`config.mk`:
```
export PLATFORM = sky130hd
export DESIGN_NAME = fifo_wr_arbiter
export DESIGN_NICKNAME = d
export VERILOG_FILES = /design/src/rtl/fifo_wr_arbiter.sv
export SDC_FILE = /design/constraint.sdc
export NUM_CORES = 1
export LEC_CHECK = 0
export BUFFER_PORTS_ARGS = -buffer_cell sky130_fd_sc_hd__buf_2
export CORE_UTILIZATION = 43
export DETAILED_ROUTE_END_ITERATION = 12
export PLACE_DENSITY = 0.86
export SLEW_MARGIN = 20
export SYNTH_ARGS = -nofsm -noshare
export SYNTH_HDL_FRONTEND = slang
export SYNTH_SLANG_ARGS = --single-unit
```
`constraint.sdc`:
```
create_clock -name clk -period 3.1 [get_ports clk]
set_input_delay 0.155 -clock clk [delete_from_list [all_inputs] [get_ports clk]]
set_output_delay 0.155 -clock clk [all_outputs]
set_load 0.02 [all_outputs]
```
`src/rtl/fifo_wr_arbiter.sv`:
```
// ============================================================================
// Module      : fifo_wr_arbiter
// Description : Round-robin burst arbiter sharing one FIFO write port among
//               NUM_REQ valid/ready requesters.
// Revision    : 1.0 - initial release
// ============================================================================
`default_nettype none

module fifo_wr_arbiter #(
    parameter  int NUM_REQ    = 4,
    parameter  int DATA_WIDTH = 8,
    parameter  int MAX_BURST  = 4,
    localparam int ID_W       = (NUM_REQ > 1) ? $clog2(NUM_REQ) : 1
) (
    input  logic                          clk,
    input  logic                          rst_n,
    input  logic [NUM_REQ-1:0]            req_valid,
    input  logic [NUM_REQ*DATA_WIDTH-1:0] req_data,
    output logic [NUM_REQ-1:0]            req_ready,
    input  logic                          fifo_full,
    output logic                          fifo_wr_en,
    output logic [DATA_WIDTH-1:0]         fifo_wr_data,
    output logic [ID_W-1:0]               grant_id,
    output logic                          busy
);

    localparam int CNT_W = $clog2(MAX_BURST) + 1;

    localparam logic [CNT_W-1:0] c_last_beat = CNT_W'(MAX_BURST - 1);
    localparam logic [ID_W-1:0]  c_rr_reset  = ID_W'(NUM_REQ - 1);
    localparam logic [ID_W:0]    c_num_req   = (ID_W + 1)'(NUM_REQ);

    typedef enum logic [0:0] {
        S_IDLE  = 1'b0,
        S_GRANT = 1'b1
    } state_t;

    state_t             r_state;
    logic [ID_W-1:0]    r_grant_id;
    logic [ID_W-1:0]    r_last;
    logic [CNT_W-1:0]   r_beat_cnt;

    logic [DATA_WIDTH-1:0] w_slice [NUM_REQ];
    logic [DATA_WIDTH-1:0] w_cur_data;
    logic                  w_cur_valid;
    logic                  w_beat;
    logic                  w_release;
    logic                  w_found;
    logic [ID_W-1:0]       w_sel;
    logic [ID_W:0]         w_sum;

    generate
        for (genvar gi = 0; gi < NUM_REQ; gi++) begin : g_slice
            assign w_slice[gi] = req_data[gi*DATA_WIDTH +: DATA_WIDTH];
        end
    endgenerate

    // In GRANT r_last always equals r_grant_id, so scanning from r_last+1
    // both serves IDLE arbitration and puts the current owner last on release.
    always_comb begin
        w_found = 1'b0;
        w_sel   = '0;
        w_sum   = '0;
        for (int k = 1; k <= NUM_REQ; k++) begin
            w_sum = {1'b0, r_last} + (ID_W + 1)'(k);
            if (w_sum >= c_num_req) begin
                w_sum = w_sum - c_num_req;
            end
            if (!w_found && req_valid[w_sum[ID_W-1:0]]) begin
                w_found = 1'b1;
                w_sel   = w_sum[ID_W-1:0];
            end
        end
    end

    assign w_cur_valid  = req_valid[r_grant_id];
    assign w_cur_data   = w_slice[r_grant_id];

    assign busy         = (r_state == S_GRANT);
    assign grant_id     = r_grant_id;
    assign fifo_wr_en   = busy && w_cur_valid && !fifo_full;
    assign fifo_wr_data = fifo_wr_en ? w_cur_data : '0;
    assign req_ready    = (busy && !fifo_full) ? (NUM_REQ'(1) << r_grant_id) : '0;

    // Full cycles are neither beats nor releases, so the burst count freezes.
    assign w_beat       = fifo_wr_en;
    assign w_release    = busy && (!w_cur_valid || (w_beat && (r_beat_cnt == c_last_beat)));

    always_ff @(posedge clk or negedge rst_n) begin
        if (!rst_n) begin
            r_state    <= S_IDLE;
            r_grant_id <= '0;
            r_last     <= c_rr_reset;
            r_beat_cnt <= '0;
        end else begin
            case (r_state)
                S_IDLE: begin
                    if (w_found) begin
                        r_state    <= S_GRANT;
                        r_grant_id <= w_sel;
                        r_last     <= w_sel;
                        r_beat_cnt <= '0;
                    end
                end
                S_GRANT: begin
                    if (w_release) begin
                        r_beat_cnt <= '0;
                        if (w_found) begin
                            r_grant_id <= w_sel;
                            r_last     <= w_sel;
                        end else begin
                            r_state    <= S_IDLE;
                            r_grant_id <= '0;
                        end
                    end else if (w_beat) begin
                        r_beat_cnt <= r_beat_cnt + CNT_W'(1);
                    end
                end
                default: begin
                    r_state <= S_IDLE;
                end
            endcase
        end
    end

endmodule

`default_nettype wire

```
==> run_results.csv <==
group,metric,value,unit
place,dp_hpwl,1620,um
route,detail_route.vias_per_cell,5.26,
yosys,post-synth-top-area-cell,"mux4_2",
global_routing,grt.total_usage,0.198,
power,power,838,uW
route,drc,0,
final_layout,final_area,0.00109,sq mm
floorplan,coreArea,0.00159,sq mm
yosys,yosysWarnings,0,
clock_network,cts-htree-levels,1,
timing,maxSlewViolCount,0,
final_layout,layout-drive-gt1-share,0.504,
timing,tightest_slew,0.559,ns
route,drt-total-wl,1950,um
floorplan,fp.dieH,44.3,um
critical_path,endpoint_kind,"primary output",
job,max-cap-violations,0,
power,vdd_drop_max,0.000409,V
power,p_leak,0.550,nW
critical_path,crit_chain,"mux2i_1 > nand2_1 > nand4b_1 > nor2b_1 > buf_2",
yosys,synth_top_area_share,0.234,
final_layout,final_nets,177,
timing,hold_violations,0,
critical_path,required,2.94,ns
clock_network,worstSkewPairLatency,0.25,ns
place,gp_congestion,0.807,
route,drt_first_pass_iters,4,
yosys,ys_types,24,
floorplan,start_util,0.484,
final_layout,diodes,0,
floorplan,die_x,44.3,um
critical_path,endpoint,"fifo_wr_data[7]",
timing,fin_setup_tns,0,ns
critical_path,crit_path_max_fanout,15,
place,port_buffers,54,
final_layout,fin_cells,159,
clock_network,clock_path_buffers,2,
critical_path,worst-path-buf-inv,1,
yosys,synth-seq-area-share,0.263,
critical_path,cpLargestDelayFamily,"flip-flops",
timing,period_needed,2.13,ns
route,drt_iter0_drc,20,
global_routing,antenna_found_initial,0,
critical_path,r2r_setup_slack,1.20,ns
global_routing,grt_pass1_wl,2910,um
floorplan,ios,55,
critical_path,rr_endpoint,"r_beat_cnt[2]",
timing,skew,0.00158,ns
timing,fin_hold_ws,0.241,ns
clock_network,ctsResizeCount,0,
timing,rsz0062_at_grt,"false",
floorplan,dieArea,0.00197,sq mm
critical_path,rr_startpoint,"grant_id[0]",
yosys,avgSynthCellArea,9.76,sq um
floorplan,fp-row-count,14,
global_routing,grt_max_degree,16,
critical_path,cp_slowest_stage_delay,0.67,ns
run_status,status,"finished, final reports clean",
global_routing,grt-ovfl-total,0,
timing,final-setup-viol-count,0,
clock_network,cts.sinks,8,
route,wl_per_cell,12.3,um
timing,max_freq,471,MHz
yosys,ys_ff_latch,8,
clock_network,cts_tree,"built",
route,vias,836,
min_path,hp-start,"req_valid[0]",
yosys,syn_area,771,sq um
critical_path,critPathSlowestCell,"dfrtp_1",
critical_path,start_kind,"register",
critical_path,rr_worst_depth,4,
critical_path,cp.arrival,1.97,ns
yosys,syn_nets,120,
clock_network,root_buffer,"clkbuf_4",
clock_network,cts_buffers,3,
clock_network,clkTransAtPathRegs,0.06,ns
timing,slew_headroom,0.628,
final_layout,mostFrequentLayoutCells,"buf_2 (54), inv_1 (9), nor2b_1 (9)",
min_path,worstHoldPathType,"input port to register",
critical_path,cp.depth,5,
route,ant_nets,0,
yosys,yosys-top-cells-area,"mux4_2 (23%), dfrtp_1 (19%), nor2b_1 (7.3%)",
power,powerDensity,768,mW/mm^2
global_routing,grt_pass1_vias,748,
timing,min_period_over_period,0.686,
critical_path,worst-setup-path-type,"register to primary output",
place,numPlacedInstances,154,
yosys,syn_inst,79,
final_layout,syn2layout_area_growth,41.6,%
critical_path,worstSetupStartpoint,"grant_id[1]",
place,dpl-instance-area,0.00105,sq mm
final_layout,final_common_cell,"buf_2",
## stage by stage
step                setup WS, ns  utilization
floorplan                   1.40            -
global placement            1.24        0.662
detailed placement          1.17        0.662
CTS                        0.939        0.684
global route               0.778        0.684
finish                     0.975        0.684
## layer usage
| metal | part of all wire | global-route usage |
|---|---|---|
| met1 | 0.39 | 0.217 |
| met5 | 0 | 0 |
| met3 | 0.12 | 0.0531 |
| met4 | 0 | 0.0788 |
| met2 | 0.49 | 0.359 |
## where the power goes
group,internal (mW),total [mW],switching [mW]
Combinational,0.268,0.510,0.242
Clock,0.0493,0.0862,0.0368
Sequential,0.153,0.242,0.0892
Total,0.470,0.838,0.368
## worst min-delay path by stage
stage / endpoint / slack, ns / depth (start not counted)
after CTS: busy / 0.23 / 2
after global routing: busy / 0.25 / 2
after detailed placement: busy / 0.003 / 1
after floorplan: busy / -0.14 / 0
after global placement: busy / 0.002 / 1
final: busy / 0.24 / 2
## state kept, by name, summed over array words and instances (netlist names)
| signal | count |
|---|---|
| r_beat_cnt | 3 |
| grant_id | 2 |
| r_last | 2 |
| busy | 1 |
## cell usage after synthesis
| library cell | n |
|---|---|
| dfrtp_1 | 6 |
| a211o_1 | 1 |
| o21ai_1 | 1 |
| ha_1 | 2 |
| nand2_1 | 4 |
| inv_1 | 9 |
| o22a_1 | 2 |
| o21ai_0 | 2 |
| nor3_1 | 2 |
| mux4_2 | 8 |
| dfstp_2 | 2 |
| buf_4 | 1 |
| a311oi_1 | 1 |
| or4_4 | 1 |
| nor2_1 | 4 |
| nor2b_1 | 9 |
| buf_2 | 1 |
| nand2b_1 | 6 |
| o22ai_1 | 5 |
| mux2i_1 | 5 |
| or4_1 | 1 |
| a21oi_1 | 4 |
| nand4b_1 | 1 |
| clkbuf_1 | 1 |
## worst register-to-register path, delay by kind of cell, from the launching register on
kind | cells | cell delay (ns)
flops | 1 | 0.69
compound gates | 2 | 0.42
simple gates | 2 | 0.71
## cell families after synthesis
logic type,share of synthesized area
and+or+nand+nor,0.209
AOI/OAI and AO/OA,0.131
buffers and inverters,0.0649
adders and majority gates,0.0325
DFF,0.263
muxes,0.299
## layout make-up
class | count | area (sq um)
inverter | 9 | 33.8
tap | 24 | 30.0
sequential | 8 | 203
fill | 132 | 503
multi-input combinational | 59 | 518
timing repair buffer | 55 | 280
clock buffer | 4 | 26.3
## repair_timing
| item | 4_1_cts | 5_1_grt |
|---|---|---|
| hold buffers | 1 | 0 |
| setup endpoints to repair | 0 | 0 |
| buffers inserted | 0 | 0 |
| endpoints found under the hold margin | 8 | 0 |
Power figures use the tool's default switching activity.
